**config.mk**
```make
export PLATFORM = sky130hd
export DESIGN_NAME = ddr3_writer_frame_linear_flat
export DESIGN_NICKNAME = d
export VERILOG_FILES = /design/src/rtl/ddr3_frame_pkg.sv /design/src/rtl/ddr3_writer_frame_linear_if.sv /design/src/rtl/frame_position_counter.sv /design/src/rtl/ddr3_writer_frame_linear.sv /design/src/flat_wrapper.sv
export SDC_FILE = /design/constraint.sdc
export NUM_CORES = 1
export LEC_CHECK = 0
export ABC_AREA = 0
export BUFFER_PORTS_ARGS = -buffer_cell sky130_fd_sc_hd__buf_4
export CORE_AREA = 2 2 237 239
export CTS_CLUSTER_DIAMETER = 100
export DETAILED_ROUTE_END_ITERATION = 12
export DIE_AREA = 0 0 239 241
export PLACE_DENSITY = 0.6
export SLEW_MARGIN = 0
export SYNTH_ARGS = -nofsm -noshare
export SYNTH_HDL_FRONTEND = slang
export SYNTH_SLANG_ARGS = --single-unit
```
**constraint.sdc**
```tcl
create_clock -name ddr3clk -period 4.65 [get_ports ddr3clk]
set_input_delay 0.2325 -clock ddr3clk [delete_from_list [all_inputs] [get_ports ddr3clk]]
set_output_delay 0.2325 -clock ddr3clk [all_outputs]
set_load 0.02 [all_outputs]
```
**src/rtl/ddr3_frame_pkg.sv**
```systemverilog
// Types and constants shared by the DDR3 frame-buffer writer and the
// column-wise reader that consumes the same memory layout.
package ddr3_frame_pkg;

    localparam int DATA_W  = 256;
    localparam int ADDR_W  = 27;
    localparam int BE_W    = DATA_W / 8;
    localparam int BURST_W = 4;

    // Info-bit positions used when SOF/EOF travel alongside pixel words.
    localparam int INFO_SOF_BIT = 0;
    localparam int INFO_EOF_BIT = 1;
    localparam int INFO_W       = 2;

    typedef enum logic [1:0] {
        ST_IDLE,
        ST_WAIT_SOF,
        ST_RUN,
        ST_DRAIN
    } wr_state_e;

    function automatic int pixels_per_wr(input int in_width);
        return DATA_W / in_width;
    endfunction

    function automatic int words_per_line(input int frame_full_width, input int in_width);
        return frame_full_width / pixels_per_wr(in_width);
    endfunction

endpackage

```
**src/rtl/ddr3_writer_frame_linear_if.sv**
```systemverilog
// Start/status handshake, pixel stream and Avalon-MM write bus of the frame writer.
interface ddr3_writer_frame_linear_if;
    import ddr3_frame_pkg::*;

    logic [ADDR_W-1:0]  start_data;
    logic               start_valid;
    logic               start_ready;

    logic [DATA_W-1:0]  in_data;
    logic               in_sof;
    logic               in_eof;
    logic               in_valid;
    logic               in_ready;

    logic [ADDR_W-1:0]  ddr3_address;
    logic [DATA_W-1:0]  ddr3_writedata;
    logic [BE_W-1:0]    ddr3_byteenable;
    logic [BURST_W-1:0] ddr3_burstcount;
    logic               ddr3_write;
    logic               ddr3_waitrequest;

    logic               frame_done;
    logic               sync_error;

    modport master (
        input  start_data, start_valid,
        output start_ready,
        input  in_data, in_sof, in_eof, in_valid,
        output in_ready,
        output ddr3_address, ddr3_writedata, ddr3_byteenable, ddr3_burstcount, ddr3_write,
        input  ddr3_waitrequest,
        output frame_done, sync_error
    );

    modport slave (
        output start_data, start_valid,
        input  start_ready,
        output in_data, in_sof, in_eof, in_valid,
        input  in_ready,
        input  ddr3_address, ddr3_writedata, ddr3_byteenable, ddr3_burstcount, ddr3_write,
        output ddr3_waitrequest,
        input  frame_done, sync_error
    );

endinterface

```
**src/rtl/frame_position_counter.sv**
```systemverilog
// Line/column position inside a frame plus the running linear word offset,
// so the write address never needs a line*width multiply.
module frame_position_counter #(
    parameter int LINES = 480,
    parameter int WPL   = 48,
    parameter int OFF_W = 27
) (
    input  logic             clk,
    input  logic             rst_n,
    input  logic             clear_i,
    input  logic             restart_i,
    input  logic             advance_i,
    output logic [OFF_W-1:0] offset_o,
    output logic             is_last_o
);
    localparam int LINE_W = (LINES > 1) ? $clog2(LINES) : 1;
    localparam int COL_W  = (WPL > 1) ? $clog2(WPL) : 1;
    localparam logic [LINE_W-1:0] LAST_LINE = LINE_W'(LINES - 1);
    localparam logic [COL_W-1:0]  LAST_COL  = COL_W'(WPL - 1);

    logic [LINE_W-1:0] line_q, line_d, line_b;
    logic [COL_W-1:0]  col_q, col_d, col_b;
    logic [OFF_W-1:0]  offset_q, offset_d, offset_b;

    always_comb begin
        // Restart behaves as "go to word 0, then step past it" in the same cycle.
        line_b   = restart_i ? '0 : line_q;
        col_b    = restart_i ? '0 : col_q;
        offset_b = restart_i ? '0 : offset_q;
        line_d   = line_b;
        col_d    = col_b;
        offset_d = offset_b;
        if (advance_i) begin
            offset_d = offset_b + OFF_W'(1);
            if (col_b == LAST_COL) begin
                col_d  = '0;
                line_d = (line_b == LAST_LINE) ? '0 : line_b + LINE_W'(1);
            end else begin
                col_d = col_b + COL_W'(1);
            end
        end
        if (clear_i) begin
            line_d   = '0;
            col_d    = '0;
            offset_d = '0;
        end
    end

    always_ff @(posedge clk) begin
        if (!rst_n) begin
            line_q   <= '0;
            col_q    <= '0;
            offset_q <= '0;
        end else begin
            line_q   <= line_d;
            col_q    <= col_d;
            offset_q <= offset_d;
        end
    end

    assign offset_o  = offset_q;
    assign is_last_o = (line_q == LAST_LINE) && (col_q == LAST_COL);

endmodule

```
**src/rtl/ddr3_writer_frame_linear.sv**
```systemverilog
// Avalon-MM write master: stores one row-major frame from a base word address,
// one single-beat write per 256-bit pixel word, with frame-lock on SOF.
module ddr3_writer_frame_linear
    import ddr3_frame_pkg::*;
#(
    parameter int in_width         = 16,
    parameter int frame_lines      = 480,
    parameter int frame_full_width = 768
) (
    input  logic                       ddr3clk,
    input  logic                       ddr3clk_reset_n,
    ddr3_writer_frame_linear_if.master bus
);
    localparam int WORDS_PER_LINE = words_per_line(frame_full_width, in_width);
    localparam bit SINGLE_WORD    = (frame_lines * WORDS_PER_LINE) == 1;

    wr_state_e         state_q, state_d;
    logic [ADDR_W-1:0] base_q, base_d;
    logic [ADDR_W-1:0] wr_addr_q, wr_addr_d;
    logic [DATA_W-1:0] wr_data_q, wr_data_d;
    logic              wr_pending_q, wr_pending_d;
    logic              sync_error_q, sync_error_d;
    logic              frame_done_q, frame_done_d;

    logic              in_ready, load, write_done, word_last;
    logic [ADDR_W-1:0] word_offset, pos_offset;
    logic              pos_clear, pos_restart, pos_advance, pos_is_last;

    frame_position_counter #(
        .LINES (frame_lines),
        .WPL   (WORDS_PER_LINE),
        .OFF_W (ADDR_W)
    ) u_pos (
        .clk       (ddr3clk),
        .rst_n     (ddr3clk_reset_n),
        .clear_i   (pos_clear),
        .restart_i (pos_restart),
        .advance_i (pos_advance),
        .offset_o  (pos_offset),
        .is_last_o (pos_is_last)
    );

    always_comb begin
        // NOTE: every signal written here gets a default first, so no path leaves one unassigned and infers a latch.
        state_d      = state_q;
        base_d       = base_q;
        wr_pending_d = wr_pending_q;
        wr_addr_d    = wr_addr_q;
        wr_data_d    = wr_data_q;
        sync_error_d = sync_error_q;
        frame_done_d = 1'b0;
        pos_clear    = 1'b0;
        pos_restart  = 1'b0;
        pos_advance  = 1'b0;
        in_ready     = 1'b0;
        load         = 1'b0;
        word_offset  = pos_offset;
        word_last    = pos_is_last;
        write_done   = wr_pending_q && !bus.ddr3_waitrequest;

        if (write_done) wr_pending_d = 1'b0;

        case (state_q)
            ST_IDLE: begin
                if (bus.start_valid) begin
                    base_d       = bus.start_data;
                    sync_error_d = 1'b0;
                    pos_clear    = 1'b1;
                    state_d      = ST_WAIT_SOF;
                end
            end
            ST_WAIT_SOF: begin
                in_ready = 1'b1;
                load     = bus.in_valid && bus.in_sof;
            end
            ST_RUN: begin
                in_ready = !wr_pending_q || !bus.ddr3_waitrequest;
                load     = bus.in_valid && in_ready;
                // A stray SOF re-locks the frame: this word is written as word 0 at the base.
                if (load && bus.in_sof) begin
                    sync_error_d = 1'b1;
                    pos_restart  = 1'b1;
                    word_offset  = '0;
                    word_last    = SINGLE_WORD;
                end
            end
            ST_DRAIN: begin
                if (!wr_pending_q || write_done) begin
                    frame_done_d = 1'b1;
                    state_d      = ST_IDLE;
                end
            end
            default: state_d = ST_IDLE;
        endcase

        if (load) begin
            wr_pending_d = 1'b1;
            wr_addr_d    = base_q + word_offset;
            wr_data_d    = bus.in_data;
            pos_advance  = 1'b1;
            if (bus.in_eof != word_last) sync_error_d = 1'b1;
            state_d = word_last ? ST_DRAIN : ST_RUN;
        end
    end

    always_ff @(posedge ddr3clk) begin
        // NOTE: state registers use non-blocking assignments so every flop samples pre-edge values.
        if (!ddr3clk_reset_n) begin
            state_q      <= ST_IDLE;
            base_q       <= '0;
            wr_pending_q <= 1'b0;
            wr_addr_q    <= '0;
            wr_data_q    <= '0;
            sync_error_q <= 1'b0;
            frame_done_q <= 1'b0;
        end else begin
            state_q      <= state_d;
            base_q       <= base_d;
            wr_pending_q <= wr_pending_d;
            wr_addr_q    <= wr_addr_d;
            wr_data_q    <= wr_data_d;
            sync_error_q <= sync_error_d;
            frame_done_q <= frame_done_d;
        end
    end

    assign bus.start_ready     = (state_q == ST_IDLE);
    assign bus.in_ready        = in_ready;
    assign bus.ddr3_write      = wr_pending_q;
    assign bus.ddr3_address    = wr_addr_q;
    assign bus.ddr3_writedata  = wr_data_q;
    assign bus.ddr3_byteenable = '1;
    assign bus.ddr3_burstcount = BURST_W'(1);
    assign bus.frame_done      = frame_done_q;
    assign bus.sync_error      = sync_error_q;

endmodule
```
**src/flat_wrapper.sv**
```systemverilog
// flat-port wrapper written by rule: the top's interface ports become plain ports
module ddr3_writer_frame_linear_flat import ddr3_frame_pkg::*;
#(
    parameter int in_width         = 16,
    parameter int frame_lines      = 480,
    parameter int frame_full_width = 768
)
  (ddr3clk, ddr3clk_reset_n, bus_start_data, bus_start_valid, bus_start_ready, bus_in_data, bus_in_sof, bus_in_eof, bus_in_valid, bus_in_ready, bus_ddr3_address, bus_ddr3_writedata, bus_ddr3_byteenable, bus_ddr3_burstcount, bus_ddr3_write, bus_ddr3_waitrequest, bus_frame_done, bus_sync_error);
  ddr3_writer_frame_linear_if bus_i ();
  input  logic ddr3clk;
  input  logic ddr3clk_reset_n;
  input wire logic [$bits(bus_i.start_data)-1:0] bus_start_data;
  input wire logic [$bits(bus_i.start_valid)-1:0] bus_start_valid;
  output wire logic [$bits(bus_i.start_ready)-1:0] bus_start_ready;
  input wire logic [$bits(bus_i.in_data)-1:0] bus_in_data;
  input wire logic [$bits(bus_i.in_sof)-1:0] bus_in_sof;
  input wire logic [$bits(bus_i.in_eof)-1:0] bus_in_eof;
  input wire logic [$bits(bus_i.in_valid)-1:0] bus_in_valid;
  output wire logic [$bits(bus_i.in_ready)-1:0] bus_in_ready;
  output wire logic [$bits(bus_i.ddr3_address)-1:0] bus_ddr3_address;
  output wire logic [$bits(bus_i.ddr3_writedata)-1:0] bus_ddr3_writedata;
  output wire logic [$bits(bus_i.ddr3_byteenable)-1:0] bus_ddr3_byteenable;
  output wire logic [$bits(bus_i.ddr3_burstcount)-1:0] bus_ddr3_burstcount;
  output wire logic [$bits(bus_i.ddr3_write)-1:0] bus_ddr3_write;
  input wire logic [$bits(bus_i.ddr3_waitrequest)-1:0] bus_ddr3_waitrequest;
  output wire logic [$bits(bus_i.frame_done)-1:0] bus_frame_done;
  output wire logic [$bits(bus_i.sync_error)-1:0] bus_sync_error;
  assign bus_i.start_data = bus_start_data;
  assign bus_i.start_valid = bus_start_valid;
  assign bus_start_ready = bus_i.start_ready;
  assign bus_i.in_data = bus_in_data;
  assign bus_i.in_sof = bus_in_sof;
  assign bus_i.in_eof = bus_in_eof;
  assign bus_i.in_valid = bus_in_valid;
  assign bus_in_ready = bus_i.in_ready;
  assign bus_ddr3_address = bus_i.ddr3_address;
  assign bus_ddr3_writedata = bus_i.ddr3_writedata;
  assign bus_ddr3_byteenable = bus_i.ddr3_byteenable;
  assign bus_ddr3_burstcount = bus_i.ddr3_burstcount;
  assign bus_ddr3_write = bus_i.ddr3_write;
  assign bus_i.ddr3_waitrequest = bus_ddr3_waitrequest;
  assign bus_frame_done = bus_i.frame_done;
  assign bus_sync_error = bus_i.sync_error;
  ddr3_writer_frame_linear #(.in_width(in_width), .frame_lines(frame_lines), .frame_full_width(frame_full_width)) u_core (.ddr3clk(ddr3clk), .ddr3clk_reset_n(ddr3clk_reset_n), .bus(bus_i));
endmodule
```
### Word-level counts from Yosys, hierarchy flattened

Cells that the tools add are included.

| storage, ports and cells | value |
|---|---|
| output and inout port bits | 324 |
| bits of input ports | 290 |
| flip-flop bits (word level) | 357 |
| logic and storage cells | 74 |

| operators by class | value |
|---|---|
| reduce and logical (&&, ||, !) cells | 16 |
| mux-type cells | 33 |
| $add $sub $neg | 4 |
| equality and inequality tests | 10 |
| bitwise gates (word level) | 1 |

Operator list:

| kind | number |
|---|---|
| 27-bit two-way mux | 4 |
| 9-bit two-way mux | 4 |
| 27-bit by 1-bit adder with 27-bit output, second input constant | 1 |
| 27-bit adder | 1 |
| 9-bit equality test, second input constant | 2 |
| 6-bit two-way mux | 3 |
| 1-bit two-way mux | 15 |
| 6-bit equality test, second input constant | 2 |
| 9-bit by 1-bit adder with 9-bit output, second input constant | 1 |
| 6-bit by 1-bit adder with 6-bit output, second input constant | 1 |
| 2-bit two-way mux | 3 |
| 1-bit case mux with 2 select lines | 3 |
| 1-bit logical AND | 5 |
| 2-bit equality test, second input constant | 2 |
| 2-bit case mux with 2 select lines | 1 |
| 2-bit AND reduction | 2 |
| 3-bit by 1-bit != test with 1-bit output, second input constant | 1 |
| 3-bit by 2-bit != test with 1-bit output, second input constant | 1 |
| 3-bit AND reduction | 1 |
| 3-bit nonzero test | 1 |
| 2-bit by 1-bit equality test with 1-bit output, second input constant | 1 |
| 1-bit logical NOT | 2 |
| 2-bit logical NOT | 1 |
| 1-bit logical OR | 2 |
| other kinds (4) | 4 |

### Depth between registers and ports, before layout

| depth | value |
|---|---|
| depth in word-level cells | 11 |
| depth in mapped cells | 16 |
| gate-level depth less buffers | 15 |

### Modules after synthesis

Synthesis repeated with hierarchy kept, for this count alone.

| unflattened totals | value |
|---|---|
| cell total of the unflattened synthesis | 1895 |
| area, all modules | 14991.9 µm² |

Modules (own cells, without submodules):

| module | times used | area an instance (µm²) | cells an instance | sequential area each (µm²) |
|---|---|---|---|---|
| ddr3_writer_frame_linear | 1 | 12786.0 | 1637 | 6306.0 |
| frame_position_counter | 1 | 2205.9 | 258 | 840.8 |

### Worst setup path before layout

No wires, ideal clock.

| timing | value |
|---|---|
| kind | register -> register |
| start | register u_core.state_q[0] |
| end | register u_core.wr_addr_q[26], in the netlist u_core.bus.ddr3_address[26] |
| required time | 4.534 ns |
| clock period less this slack | 3.664 ns |
| library setup time | 0.116 ns |
| arrival time | 3.548 ns |
| slack | 0.986 ns |
| stages on the path, launching flop included | 17 |
| buffers on the path | 2 |
| cells stage by stage | dfxtp_1 -> inv_1 -> ha_1 -> a21boi_0 -> nand3_1 -> clkbuf_1 -> clkbuf_1 -> and2_1 -> ha_1 -> a21o_1 -> nand4_1 -> nand2_2 -> a31oi_4 -> o22a_4 -> o31a_1 -> or4_1 -> and4_1 |

| on the way | value |
|---|---|
| cells in the longest elaborated chain, start to end | 3 |
| elaborated cells between the ends (all ways) | 5 |
| those cells by class | add/sub (1); eq/ne (2); mux (2) |

Ends and longest elaborated chain:

| what | RTL line | text |
|---|---|---|
| start: declaration | ddr3_writer_frame_linear.sv:17 | `wr_state_e state_q, state_d;` |
| start signal: assignment | ddr3_writer_frame_linear.sv:117 | `state_q <= state_d;` |
| 2-bit equality test | ddr3_writer_frame_linear.sv:63 | `case (state_q)` |
| 27-bit two-way mux | ddr3_writer_frame_linear.sv:63 |  |
| 27-bit adder | ddr3_writer_frame_linear.sv:98 | `wr_addr_d = base_q + word_offset;` |
| end signal: assignment | ddr3_writer_frame_linear.sv:120 | `wr_addr_q <= wr_addr_d;` |
| end: declaration | ddr3_writer_frame_linear.sv:19 | `logic [ADDR_W-1:0] wr_addr_q, wr_addr_d;` |

Parallel ways exist; a longest one is shown, timed or not.
A chain may end at the register's enable or synchronous reset.

### Final worst setup path

Same ends and word-level chain as after synthesis.

==> flow_metrics.env <==
export IMPL_total_power_mw=7.38
export IMPL_synth_distinct_cells=61
export IMPL_crit_path_frequent_cell="ha_1"
export IMPL_final_instance_count_excl_fill=3386
export IMPL_first_iter_violations=889
export IMPL_place_gp_congestion=0.875
export IMPL_cp_start_kind="register"
export IMPL_ys_ff_latch=357
export IMPL_fmax_mhz=261
export IMPL_fp_dieW_um=239
export IMPL_status="finished clean"
export IMPL_cts_inserted_buffers=42
export IMPL_grtUsageTotal_pct=17.7
export IMPL_io_pins=614
export IMPL_p_sw_mw=1.71
export IMPL_nNetsFinal=2975
export IMPL_clkSinkCount=357
export IMPL_slowest_delay_ns=0.52
export IMPL_synthArstFlopShare_pct=0
export IMPL_core_mm2=0.0549
export IMPL_power_frac_clock_pct=47.8
export IMPL_synth_ff_type="dfxtp_1"
export IMPL_hold_viol_final=0
export IMPL_synth_area_leaders="dfxtp_1 (49%), nand2_1 (17%), a21oi_1 (11%), ha_1 (3.1%), clkbuf_1 (3.0%)"
export IMPL_vias=15600
export IMPL_die_area_mm2=0.0576
export IMPL_reg2reg_slack_ns=0.82
export IMPL_yosysSeqAreaShare_pct=49.4
export IMPL_p_sw_share_pct=23.2
export IMPL_rsz0062_at_grt="no"
export IMPL_dp_hpwl_mm=36.7
export IMPL_synth_edf_count=0
export IMPL_multi_input_area_mm2=0.00671
export IMPL_synth_area_mm2=0.0145
export IMPL_io_buffers=577
export IMPL_grt_pass1_wl_mm=82.0
export IMPL_total_leakage_power_nw=9.82
export IMPL_drc=0
export IMPL_cts_tree="yes"
export IMPL_drive_gt1_share_pct=25.0
export IMPL_die_h_um=241
export IMPL_irDropWorstVdd_mv=0.304
export IMPL_grt_max_degree=167
export IMPL_syn_instance_count=1849
export IMPL_clkTransAtPathRegs_ns=0.06
export IMPL_wirelength_mm=54.2
export IMPL_grt_ovfl_total=0
export IMPL_cp_end_kind="register"
export IMPL_final_util_pct=43.0
export IMPL_clockRootBuffer="clkbuf_16"
export IMPL_avgViaCountPerCell=4.60
export IMPL_yosysWarnings=0
export IMPL_antenna_left=0
export IMPL_p_comb_share_pct=9.8
export IMPL_cp_max_fo=29
export IMPL_clock_skew_ns=0.0201
export IMPL_rows=86
export IMPL_cts_setup_buffers=0
export IMPL_synth_largest_area_cell="dfxtp_1"
export IMPL_p_int_mw=5.67
export IMPL_setup_violations=0
export IMPL_cts_resized=0
export IMPL_hold_class="primary input to register"
export IMPL_routedWlPerCell_um=16.0
export IMPL_antenna_found_initial=4
export IMPL_synth_top_area_share_pct=49.4
export IMPL_worstPathRequired_ns=5.09
export IMPL_fin_crit_sh_pct=82.3
export IMPL_syn_area_per_cell_um2=7.83
export IMPL_p_per_area_mw_per_mm2=313
export IMPL_period_minus_slack_ns=3.83
export IMPL_cts_max_level=2
export IMPL_grt_pass1_vias=15500
export IMPL_firstDrtPassIters=6
export IMPL_syn_to_final_growth_pct=62.9
export IMPL_fillers=5279
export IMPL_worstSetupPathType="register to register"
export IMPL_clock_path_buffers=3
export IMPL_seq_power_share_pct=42.4
export IMPL_slew_headroom_pct=26.9
export IMPL_crit_chain="inv_1, ha_1, a21boi_0, nand3_1, buf_4, and2_1, ha_1, fa_1, a21o_1, nand4_1, nand2_2, a31oi_4, o22a_4, o31a_1, or4_1, and4_1"
export IMPL_tns_ns=0
export IMPL_place_inst=3023
export IMPL_ff_latch_area_mm2=0.00715
export IMPL_worstMarginPinSlew_ns=1.09
export IMPL_slowest_stage="or4_1"
export IMPL_slew_violations=0
export IMPL_clkLatencyLatePin_ns=0.55
export IMPL_drv_cap=0
export IMPL_initial_core_util_pct=26.4
export IMPL_cp_data_arrival_time_ns=4.27
[layout by cell type (no fill, tap or decap), types with 3 or more instances in the layout]
master         instances
or3_1                  4
a21oi_1              330
o2111a_1               3
dfxtp_1              357
and3_1                 7
a31oi_1                5
clkbuf_8               6
inv_1                 12
nand2_1              641
nor3_1                 6
xor2_1                28
bufinv_16              7
and4_1                 5
clkbuf_16             43
nand4_1               16
diode_2                4
clkbuf_1               4
conb_1                36
ha_1                  36
and2_1                31
clkinv_2              12
o21ai_0               27
buf_12                 3
nor2_1                58
a21o_1                15
buf_4                586
xnor2_1               24
dlygate4sd3_1        285
nand3_1               35
o21bai_1               4
nor2b_1                6
a211oi_1               3
or4_1                  3
[Yosys cell counts, types with 2 or more instances]
| library cell | count |
|---|---|
| buf_4 | 36 |
| a31oi_1 | 5 |
| a21o_1 | 16 |
| nand2_1 | 641 |
| buf_1 | 2 |
| o31a_1 | 2 |
| inv_1 | 12 |
| o211ai_1 | 2 |
| conb_1 | 2 |
| dfxtp_1 | 357 |
| o2111a_1 | 3 |
| or4_1 | 3 |
| a22oi_1 | 2 |
| ha_1 | 36 |
| o21ai_0 | 27 |
| or3_1 | 4 |
| xor2_1 | 28 |
| clkbuf_1 | 114 |
| and2_1 | 31 |
| a211oi_1 | 3 |
| and3_1 | 7 |
| o21bai_1 | 4 |
| and4_1 | 5 |
| nor2_1 | 58 |
| nor3_1 | 6 |
| xnor2_1 | 24 |
| nand3_1 | 35 |
| a21oi_1 | 331 |
| nor2b_1 | 6 |
| nand4_1 | 16 |
[logic make-up (layout without fill, tap and decap cells)]
| family | Yosys count | in the layout | synth area share, % |
|---|---|---|---|
| AND/OR/NAND/NOR | 822 | 822 | 23.3 |
| AO/OA/AOI/OAI | 412 | 412 | 15.5 |
| flip-flops | 357 | 357 | 49.4 |
| buffers and inverters | 166 | 961 | 5.25 |
| XOR/XNOR | 52 | 52 | 3.15 |
| adder cells (fa/ha/maj) | 37 | 37 | 3.25 |
| other | 2 | 40 | 0.0519 |
| multiplexers | 1 | 1 | 0.0692 |
[metal layers]
layer / track usage, % / vias up / wire length, um
li1: - / 7629 / -
met3: 4.87 / 120 / 3590
met4: 6.31 / 0 / 1630
met2: 32.0 / 514 / 28000
met1: 19.8 / 7298 / 21000
met5: 0 / - / 0
[timing repair]
action                                 CTS  global route
hold buffers                           285             0
setup endpoints to repair                0             0
endpoints found under the hold margin  285             0
[power groups by stage]
stage               sequential (mW)  combinational, mW  clock, mW
floorplan                      3.22              0.220          0
global placement               3.19              0.509          0
detailed placement             3.19              0.514          0
CTS                            3.13              0.717       3.62
global route                   3.13              0.776       3.74
finish                         3.13              0.721       3.53
[state kept, by name, summed over array words and instances (netlist names)]
| name | cells |
|---|---|
| u_core.bus.ddr3_writedata | 256 |
| u_core.bus.ddr3_write | 1 |
| u_core.bus.frame_done | 1 |
| u_core.state_q | 2 |
| u_core.base_q | 27 |
| u_core.u_pos.col_q | 6 |
| u_core.bus.sync_error | 1 |
| u_core.u_pos.line_q | 9 |
| u_core.u_pos.offset_o | 27 |
| u_core.bus.ddr3_address | 27 |
[final timing paths]
check / start / cells after the start / endpoint
max: u_core.state_q[0] / 16 / u_core.bus.ddr3_address[26]
min: ddr3clk_reset_n / 3 / u_core.bus.ddr3_address[20]
max reg2reg: u_core.state_q[0] / 16 / u_core.bus.ddr3_address[26]
min reg2reg: u_core.bus.ddr3_writedata[85] / 2 / u_core.bus.ddr3_writedata[85]
[worst max-delay path, delay by kind of cell, from the launching register on]
kind                       cells  cell delay (ns)
DFF                            1             0.37
and+or+nand+nor                6             1.32
adders and majority gates      3             0.68
buffers and inverters          2             0.34
AOI/OAI and AO/OA              5             0.99
[final cells by class]
| type | count | share of cell area (%) |
|---|---|---|
| Timing Repair Buffer | 874 | 31.0 |
| Clock buffer | 53 | 4.98 |
| Tap cell | 704 | 3.74 |
| Clock inverter | 21 | 1.22 |
| Multi-Input combinational cell | 1360 | 28.5 |
| Inverter | 13 | 0.239 |
| Sequential cell | 357 | 30.3 |
| Antenna cell | 4 | 0.0425 |
[per-stage QoR]
stage	hold slack [ns]	area (um^2)	setup slack, ns
2_1_floorplan	0.368	14600	0.986
3_3_place_gp	0.442	19300	0.960
4_1_cts	0.0826	23600	0.827
6_report	0.121	23600	0.821
3_5_place_dp	0.445	19300	0.860
5_1_grt	0.0963	23600	0.555
Power figures use the tool's default switching activity.
